`config.mk`:
```
export PLATFORM = sky130hd
export DESIGN_NAME = alu_issue_stage
export DESIGN_NICKNAME = d
export VERILOG_FILES = /design/src/rtl/alu_issue_stage.sv
export SDC_FILE = /design/constraint.sdc
export NUM_CORES = 1
export LEC_CHECK = 0
export ABC_AREA = 1
export CAP_MARGIN = 20
export CELL_PAD_IN_SITES_DETAIL_PLACEMENT = 2
export CELL_PAD_IN_SITES_GLOBAL_PLACEMENT = 2
export CORE_ASPECT_RATIO = 1.75
export CORE_MARGIN = 2
export CORE_UTILIZATION = 25
export DETAILED_ROUTE_END_ITERATION = 7
export PLACE_DENSITY = 0.89
export SLEW_MARGIN = 20
export SYNTH_ARGS = -nofsm -noshare
export SYNTH_HDL_FRONTEND = slang
export SYNTH_SLANG_ARGS = --single-unit
```
`constraint.sdc`:
```
create_clock -name i_clk -period 4.6 [get_ports i_clk]
set_input_delay 0.92 -clock i_clk [delete_from_list [all_inputs] [get_ports i_clk]]
set_output_delay 0.92 -clock i_clk [all_outputs]
set_load 0.02 [all_outputs]
```
`src/rtl/alu_issue_stage.sv`:
```
// ID/EX issue stage feeding the ALU: control-code decode, operand-2 select and
// EX/MEM / MEM/WB forwarding, registered behind a valid/ready handshake.
module alu_issue_stage #(
    parameter int DATA_W = 32,
    parameter int REG_AW = 5
) (
    input  logic              i_clk,
    input  logic              i_rst,
    input  logic              i_valid,
    output logic              o_ready,
    input  logic [1:0]        i_aluop,
    input  logic [5:0]        i_funct,
    input  logic [5:0]        i_opcode,
    input  logic [REG_AW-1:0] i_rs,
    input  logic [REG_AW-1:0] i_rt,
    input  logic [DATA_W-1:0] i_rs_data,
    input  logic [DATA_W-1:0] i_rt_data,
    input  logic [15:0]       i_imm,
    input  logic              i_alusrc,
    input  logic              i_exmem_we,
    input  logic [REG_AW-1:0] i_exmem_rd,
    input  logic [DATA_W-1:0] i_exmem_data,
    input  logic              i_memwb_we,
    input  logic [REG_AW-1:0] i_memwb_rd,
    input  logic [DATA_W-1:0] i_memwb_data,
    input  logic              i_flush,
    input  logic              i_ready,
    output logic              o_valid,
    output logic [DATA_W-1:0] o_op1,
    output logic [DATA_W-1:0] o_op2,
    output logic [3:0]        o_control,
    output logic [DATA_W-1:0] o_store_data,
    output logic              o_illegal
);

    localparam logic [3:0] CTL_AND = 4'b0000;
    localparam logic [3:0] CTL_OR  = 4'b0001;
    localparam logic [3:0] CTL_ADD = 4'b0010;
    localparam logic [3:0] CTL_SUB = 4'b0110;
    localparam logic [3:0] CTL_SLT = 4'b0111;
    localparam logic [3:0] CTL_NOR = 4'b1100;

    // Returns {illegal, control}; unsupported encodings fall back to ADD.
    function automatic logic [4:0] decode_control(
        input logic [1:0] aluop,
        input logic [5:0] funct,
        input logic [5:0] opcode
    );
        logic [4:0] res;
        res = {1'b0, CTL_ADD};
        case (aluop)
            2'b00: res = {1'b0, CTL_ADD};
            2'b01: res = {1'b0, CTL_SUB};
            2'b10: begin
                case (funct)
                    6'b100000, 6'b100001: res = {1'b0, CTL_ADD};
                    6'b100010, 6'b100011: res = {1'b0, CTL_SUB};
                    6'b100100:            res = {1'b0, CTL_AND};
                    6'b100101:            res = {1'b0, CTL_OR};
                    6'b100111:            res = {1'b0, CTL_NOR};
                    6'b101010:            res = {1'b0, CTL_SLT};
                    default:              res = {1'b1, CTL_ADD};
                endcase
            end
            2'b11: begin
                case (opcode)
                    6'b001000, 6'b001001: res = {1'b0, CTL_ADD};
                    6'b001100:            res = {1'b0, CTL_AND};
                    6'b001101:            res = {1'b0, CTL_OR};
                    6'b001010:            res = {1'b0, CTL_SLT};
                    default:              res = {1'b1, CTL_ADD};
                endcase
            end
            default: res = {1'b1, CTL_ADD};
        endcase
        return res;
    endfunction

    function automatic logic [DATA_W-1:0] extend_imm(
        input logic [1:0]  aluop,
        input logic [5:0]  opcode,
        input logic [15:0] imm
    );
        logic [DATA_W-1:0] res;
        if (aluop == 2'b11 && (opcode == 6'b001100 || opcode == 6'b001101)) begin
            res = {{(DATA_W-16){1'b0}}, imm};
        end else begin
            res = {{(DATA_W-16){imm[15]}}, imm};
        end
        return res;
    endfunction

    // EX/MEM beats MEM/WB; register 0 always reads the fallback value.
    function automatic logic [DATA_W-1:0] forward(
        input logic [REG_AW-1:0] src,
        input logic [DATA_W-1:0] fallback,
        input logic              ex_we,
        input logic [REG_AW-1:0] ex_rd,
        input logic [DATA_W-1:0] ex_data,
        input logic              wb_we,
        input logic [REG_AW-1:0] wb_rd,
        input logic [DATA_W-1:0] wb_data
    );
        logic [DATA_W-1:0] res;
        if (ex_we && ex_rd == src && src != {REG_AW{1'b0}}) begin
            res = ex_data;
        end else if (wb_we && wb_rd == src && src != {REG_AW{1'b0}}) begin
            res = wb_data;
        end else begin
            res = fallback;
        end
        return res;
    endfunction

    logic              valid_r;
    logic              illegal_r;
    logic [3:0]        control_r;
    logic [DATA_W-1:0] op1_r;
    logic [DATA_W-1:0] op2_r;
    logic [DATA_W-1:0] store_r;
    logic [REG_AW-1:0] rs_r;
    logic [REG_AW-1:0] rt_r;
    logic              alusrc_r;

    logic              ready_s;
    logic              load_s;
    logic [4:0]        dec_s;
    logic [DATA_W-1:0] imm_ext_s;
    logic [DATA_W-1:0] fwd_rs_s;
    logic [DATA_W-1:0] fwd_rt_s;
    logic [DATA_W-1:0] op2_s;
    logic [DATA_W-1:0] held_op1_s;
    logic [DATA_W-1:0] held_rt_s;
    logic [DATA_W-1:0] held_op2_s;

    assign ready_s = !valid_r || i_ready;
    assign load_s  = i_valid && ready_s;

    // Incoming decode/forwarding, plus re-forwarding of a held instruction.
    always_comb begin
        dec_s      = decode_control(i_aluop, i_funct, i_opcode);
        imm_ext_s  = extend_imm(i_aluop, i_opcode, i_imm);
        fwd_rs_s   = forward(i_rs, i_rs_data, i_exmem_we, i_exmem_rd, i_exmem_data,
                             i_memwb_we, i_memwb_rd, i_memwb_data);
        fwd_rt_s   = forward(i_rt, i_rt_data, i_exmem_we, i_exmem_rd, i_exmem_data,
                             i_memwb_we, i_memwb_rd, i_memwb_data);
        held_op1_s = forward(rs_r, op1_r, i_exmem_we, i_exmem_rd, i_exmem_data,
                             i_memwb_we, i_memwb_rd, i_memwb_data);
        held_rt_s  = forward(rt_r, store_r, i_exmem_we, i_exmem_rd, i_exmem_data,
                             i_memwb_we, i_memwb_rd, i_memwb_data);
        if (i_alusrc) begin
            op2_s = imm_ext_s;
        end else begin
            op2_s = fwd_rt_s;
        end
        if (alusrc_r) begin
            held_op2_s = op2_r;
        end else begin
            held_op2_s = held_rt_s;
        end
    end

    // Output register: reset > flush > load > hold > drain.
    always_ff @(posedge i_clk) begin
        if (i_rst) begin
            valid_r   <= 1'b0;
            illegal_r <= 1'b0;
            control_r <= CTL_ADD;
            op1_r     <= {DATA_W{1'b0}};
            op2_r     <= {DATA_W{1'b0}};
            store_r   <= {DATA_W{1'b0}};
            rs_r      <= {REG_AW{1'b0}};
            rt_r      <= {REG_AW{1'b0}};
            alusrc_r  <= 1'b0;
        end else if (i_flush) begin
            valid_r <= 1'b0;
        end else if (load_s) begin
            valid_r   <= 1'b1;
            illegal_r <= dec_s[4];
            control_r <= dec_s[3:0];
            op1_r     <= fwd_rs_s;
            op2_r     <= op2_s;
            store_r   <= fwd_rt_s;
            rs_r      <= i_rs;
            rt_r      <= i_rt;
            alusrc_r  <= i_alusrc;
        end else if (valid_r && !i_ready) begin
            op1_r   <= held_op1_s;
            op2_r   <= held_op2_s;
            store_r <= held_rt_s;
        end else begin
            valid_r <= 1'b0;
        end
    end

    assign o_ready      = ready_s;
    assign o_valid      = valid_r;
    assign o_illegal    = illegal_r;
    assign o_control    = control_r;
    assign o_op1        = op1_r;
    assign o_op2        = op2_r;
    assign o_store_data = store_r;

endmodule

```
==> flow_summary.toml, run 1 <==
[global_routing]
grt_first_pass_wirelength_um = 87690
grt_max_degree = 74
grt.overflow.total = 0
antenna_found_initial = 2
grt_pass1_vias = 14759
grt_use_total = 0.2881

[sta]
finalSetupTns_ps = 0
rsz0062_at_grt = "no"
finalSetupViolCount = 0
finalHoldViolCount = 0
worst_slack_ps = 1311
fmaxAchievable_mhz = 304.1
fin_crit_sh = 0.7149
min_period_ps = 3289
drv_slew = 0
worst_pin_slew_ps = 1091
skew_ps = 10.11
slew_headroom = 0.2724

[place]
dpl.hpwl_um = 45680
portBuffers = 288
globalplace.congestion = 0.9772
pre_cts_slack_ps = 804.4

[setup_path]
worstSetupEndpointType = "flop"
worstPathRequired_ps = 4980
arrival_ps = 3670
path_max_fanout = 33
cp-start-kind = "primary input"
crit_type = "in -> reg"

[cells_and_area]
synthToLayoutAreaGrowth_pct = 38.52
fillers = 4839
drive_gt1_frac = 0.05160
fin_nets = 2266
seqCellArea_mm2 = 0.002262
multi_input_area_mm2 = 0.005924

[worst_hold_path]
hp-class = "reg -> reg"

[detailed_routing]
detail_route.wirelength_um = 59480
num_vias = 13413
drc_errors = 0
drt_iter0_drc = 546
viasPerCell = 5.201
wl_per_cell_um = 23.06
drtPass1Iterations = 4
ant_nets = 0

[clocking]
htreeDepth = 4
post_cts_buffers = 0
cts_resized = 0
holdBufCountCts = 0
cts_inserted_buffers = 17
cts_num_sinks = 113
cts_max_path_buffers = 2
root_buffer = "clkbuf_16"
clock_latency_ps = 460
clk_pin_slew_ps = 60
cts_tree = "done"

[power]
swShare = 0.3829
p_comb_frac = 0.319
power.switching_w = 0.001380
seq_power_share = 0.308
leakage_nw = 6.665
pwr-share-clk = 0.373
peakVddDrop_mv = 0.2459
cell_internal_pwr_w = 0.002224
powerDensity_mw_per_mm2 = 268.0

[floorplan]
initial_core_util = 0.2529
die_w_um = 153.0
ioPinCount = 289
rows = 95
core_area_mm2 = 0.03839
die_area_mm2 = 0.04049
dieHeight_um = 264.7

[outcome]
status = "finished clean"

[synthesis]
ys_seq_area_frac = 0.2330
ys_warn_count = 0
syn_avg_cell_area_um2 = 5.231
synth_mux_area_frac = 0
yosys.area_share.xor_xnor = 0.0009021
syn_inst = 1856
synth_compound_area_frac = 0.09046
yosysTopAreaCell = "dfxtp_1"
synth_fa_ha_area_frac = 0
syn_area_mm2 = 0.009709
synthSimpleGateAreaFrac = 0.5175
synth_top_area_frac = 0.2330
ys_seq_elements = 113
synth.area.top_cells = "dfxtp_1 23%, nand2_1 19%, nand3_1 17%, nor2_1 13%, inv_1 9.7%"
synth_top_family_by_area = "simple AND/OR/NAND/NOR gates"
synth.distinct_cells = 35
syn-num-nets = 2042

[flow_run]
maxCapViolations = 0
kinds of logic (layout without fill, tap and decap cells):
group           Yosys count  count (layout)
xor+xnor                  1               1
flops                   113             113
other cells               0               1
buf+inv                 377             614
compound gates          169             169
simple gates           1196            1196
power groups by stage:
stage                     clock network (W)  logic, W  registers, W
after global placement                    0   0.00111       0.00113
after floorplan                           0  0.000498       0.00118
final                               0.00135   0.00115       0.00111
after CTS                           0.00136   0.00115       0.00111
after global routing                0.00141   0.00124       0.00112
after detailed placement                  0   0.00114       0.00113
routing by layer:
layer	global-route usage	vias up	share of wire
li1	-	6194	-
met1	0.2742	6605	0.33
met2	0.5456	417	0.54
met3	0.03433	195	0.032
met4	0.2387	2	0.094
met5	0	-	0.00024
cells in the final DEF, fill, tap and decap left out, types with 2 or more instances in the layout:
cell type        netlist  layout
nand2_1              498     498
nor2_1               332     329
nand3_1              322     322
clkdlybuf4s50_1        0     288
inv_1                252     250
dfxtp_1              113     113
o21ai_0               95      95
a21oi_1               63      63
buf_4                  4      26
clkbuf_16              0      17
nand2_2               15      14
nor2_2                10      13
inv_2                 11      12
nand4_1               11      11
clkinv_4               1       6
clkinv_2               1       5
o211ai_1               3       3
nand2_4                2       3
clkinv_1               3       3
inv_6                  0       3
nor2_4                 2       2
nor3_1                 2       2
clkinvlp_4             0       2
worst paths after layout:
path	slack, ps	cells past startpoint	from	to
max reg2reg	1990	11	rs_r[2]	o_op1[22]
max	1310	12	i_exmem_rd[0]	o_op1[22]
min	490	2	o_control[1]	o_control[1]
min reg2reg	490	2	o_control[1]	o_control[1]
registers in the layout, indices dropped and copies added (netlist names):
name	flops
o_op1	32
o_op2	32
o_store_data	32
rs_r	5
rt_r	5
o_control	4
alusrc_r	1
o_illegal	1
o_valid	1
critical path, stage by stage:
cell and delay, ps:
clkdlybuf4s50_1 590, inv_2 220, nand2_1 70, o211ai_1 110, nor2_2 80, nand2_2 80
nand3_2 180, nand2_4 410, clkinv_2 540, nand2_1 260, nor2_1 70, nor2_1 90
final cells by class:
cell class              count  area share
multi-input cells        1366      0.4405
repair buffers            314      0.2289
flip-flops and latches    113      0.1682
inverters                 268     0.07545
clock buffers              17     0.03163
clock inverters            15     0.01005
well taps                 485     0.04512
diodes                      1   0.0001861
synthesized netlist by cell type (all sizes together):
cell	number
o21ai	97
o221ai	1
o211ai	3
a31oi	1
clkbuf	39
nand3b	1
inv	263
nand3	323
xnor2	1
a2bb2oi	1
o2111a	1
a21boi	1
buf	70
clkinv	5
nor3	2
nand2	515
nand4	11
nor2	344
a21oi	64
dfxtp	113
through the flow:
| step | utilization | area (µm²) | instances | hold WS [ps] | power, W |
|---|---|---|---|---|---|
| CTS | 0.3502 | 13450 | 2578 | 497.5 | 0.003629 |
| detailed placement | 0.3356 | 12890 | 2546 | 481.5 | 0.002275 |
| global route | 0.3503 | 13450 | 2579 | 543.8 | 0.003766 |
| finish | 0.3503 | 13450 | 2579 | 492.4 | 0.003604 |
| floorplan | - | 9709 | 1856 | 505.0 | 0.001680 |
| global placement | 0.3356 | 12880 | 2546 | 453.0 | 0.002238 |
No activity file was read; power rests on OpenSTA's default activity.
==> run 2, diff against run 1 <==
--- a/config.mk
+++ b/config.mk
@@ -11,9 +11,9 @@
 export CELL_PAD_IN_SITES_GLOBAL_PLACEMENT = 2
 export CORE_ASPECT_RATIO = 1.75
 export CORE_MARGIN = 2
-export CORE_UTILIZATION = 25
+export CORE_UTILIZATION = 23
 export DETAILED_ROUTE_END_ITERATION = 7
-export PLACE_DENSITY = 0.89
+export PLACE_DENSITY = 0.83
 export SLEW_MARGIN = 20
 export SYNTH_ARGS = -nofsm -noshare
 export SYNTH_HDL_FRONTEND = slang
==> constraint.sdc (replaced) <==
create_clock -name i_clk -period 3.1 [get_ports i_clk]
set_input_delay 0.62 -clock i_clk [delete_from_list [all_inputs] [get_ports i_clk]]
set_output_delay 0.62 -clock i_clk [all_outputs]
set_load 0.02 [all_outputs]
==> flow_summary.toml, run 2 (synthesized netlist as in run 1, its figures left out) <==
[power]
cell_internal_pwr_w = 0.003614
pwr-share-clk = 0.402
p_comb_frac = 0.310
seq_power_share = 0.289
swShare = 0.3645
totalPowerFinal_w = 0.005687
powerDensity_mw_per_mm2 = 405.5
peakVddDrop_mv = 0.2828
power.switching_w = 0.002073
leakage_nw = 6.899

[sta]
fmaxAchievable_mhz = 397.5
finalHoldViolCount = 0
min_period_ps = 2516
whs_ps = 525.7
slew_headroom = 0.6615
skew_ps = 12.40
rsz0062_at_grt = "no"
finalSetupViolCount = 0
drv_slew = 0
finalSetupTns_ps = 0
fin_crit_sh = 0.8116
worst_pin_slew_ps = 507.1

[detailed_routing]
detail_route.wirelength_um = 59960
num_vias = 13450
ant_nets = 0
drt_iter0_drc = 595
wl_per_cell_um = 22.37
drc_errors = 0
viasPerCell = 5.019
drtPass1Iterations = 5

[floorplan]
ioPinCount = 289
die_w_um = 159.3
core_area_mm2 = 0.04162
initial_core_util = 0.2333
dieHeight_um = 275.8
die_area_mm2 = 0.04394
rows = 99

[setup_path]
arrival_ps = 2860
worstPathRequired_ps = 3440
crit_buf_inv = 5
worstSetupEndpointType = "flop"
cp_cell_sequence = "clkdlybuf4s50_1, inv_2, nand2_1, nand2_1, clkinv_1, nand2_1, nor2_2, buf_4, nand3_1, nand2_1, inv_1, nand2_1, nand2_1, nor2_1, nor2_1"
path_delay_family = "simple AND/OR/NAND/NOR gates"
crit_type = "in -> reg"
r2r_slack_ps = 840
cpMostUsedCell = "nand2_1"
max_stage_delay_ps = 580
cp-start-kind = "primary input"
path_max_fanout = 14
slowest_stage = "clkdlybuf4s50_1"

[global_routing]
grt.overflow.total = 0
grt_pass1_vias = 14742
grt_first_pass_wirelength_um = 88330
grt_use_total = 0.2694
antenna_found_initial = 3
grt_max_degree = 78

[cells_and_area]
drive_gt1_frac = 0.06365
synthToLayoutAreaGrowth_pct = 44.45
final_cell_mix = "498 x nand2_1, 329 x nor2_1, 322 x nand3_1"
seqCellArea_mm2 = 0.002262
utilization = 0.3370
final_common_cell = "nand2_1"
fillers = 5313
final_area_mm2 = 0.01402
fin_nets = 2294
multi_input_area_mm2 = 0.005924

[clocking]
root_buffer = "clkbuf_16"
cts_num_sinks = 113
cts_max_path_buffers = 2
cts_inserted_buffers = 17
clk_pin_slew_ps = 60
cts_tree = "done"
htreeDepth = 4
cts_resized = 0
holdBufCountCts = 0
post_cts_buffers = 0
clock_latency_ps = 450

[place]
portBuffers = 288
globalplace.congestion = 0.9609
postPlaceCellArea_mm2 = 0.01337
dpl.hpwl_um = 46980

[flow_run]
maxCapViolations = 0

[outcome]
status = "finished clean"

[worst_hold_path]
hp-class = "reg -> reg"
run 2: cell types whose count changed in the layout (fill, tap and decap cells not counted), moves of 2 or more:
cell,before,now
buf_12,0,15
buf_4,26,39
bufinv_16,1,4
clkinv_2,5,1
clkinv_4,6,4
diode_2,1,4
inv_6,3,5
inv_8,0,2
run 2: power groups by stage:
stage / Clock [W] / Sequential (W) / Combinational, W
2_1_floorplan: 0 / 0.00175 / 0.000739
3_3_place_gp: 0 / 0.00167 / 0.00171
3_5_place_dp: 0 / 0.00167 / 0.00176
4_1_cts: 0.00233 / 0.00164 / 0.00177
5_1_grt: 0.00237 / 0.00165 / 0.00191
6_report: 0.00228 / 0.00164 / 0.00176
run 2: final cells by class:
cell class	count	area share
diodes	4	0.0007137
clock buffers	17	0.03033
clock inverters	15	0.01570
inverters	268	0.07217
multi-input cells	1366	0.4224
flip-flops and latches	113	0.1613
well taps	555	0.04951
repair buffers	342	0.2478
run 2: path summary, 6_finish.rpt:
check,end,depth (start not counted),from
max reg2reg,o_store_data[6],12,rt_r[3]
min,o_control[1],2,o_control[1]
max,o_store_data[6],15,i_exmem_rd[3]
min reg2reg,o_control[1],2,o_control[1]
run 2: stage by stage:
stage,setup slack [ps],cells
after floorplan,1135,1856
final,584.2,2680
after global routing,413.5,2678
after CTS,617.3,2676
after detailed placement,139.6,2644
after global placement,188.8,2644
run 2: per-layer routing:
metal  share of wire  routed length [µm]  global-route usage  vias up
li1                -                   -                   -     6259
met1            0.33               19640              0.2472     6611
met3           0.037                2200             0.03907      166
met4           0.073                4398              0.1833        0
met5               0                   0                   0        -
met2            0.56               33720              0.5423      414
run 2: worst min-delay path, delay by kind of cell, from the launching register on:
kind               cells  cell delay, ps
and+or+nand+nor        1              60
AOI/OAI and AO/OA      1              80
DFF                    1             350
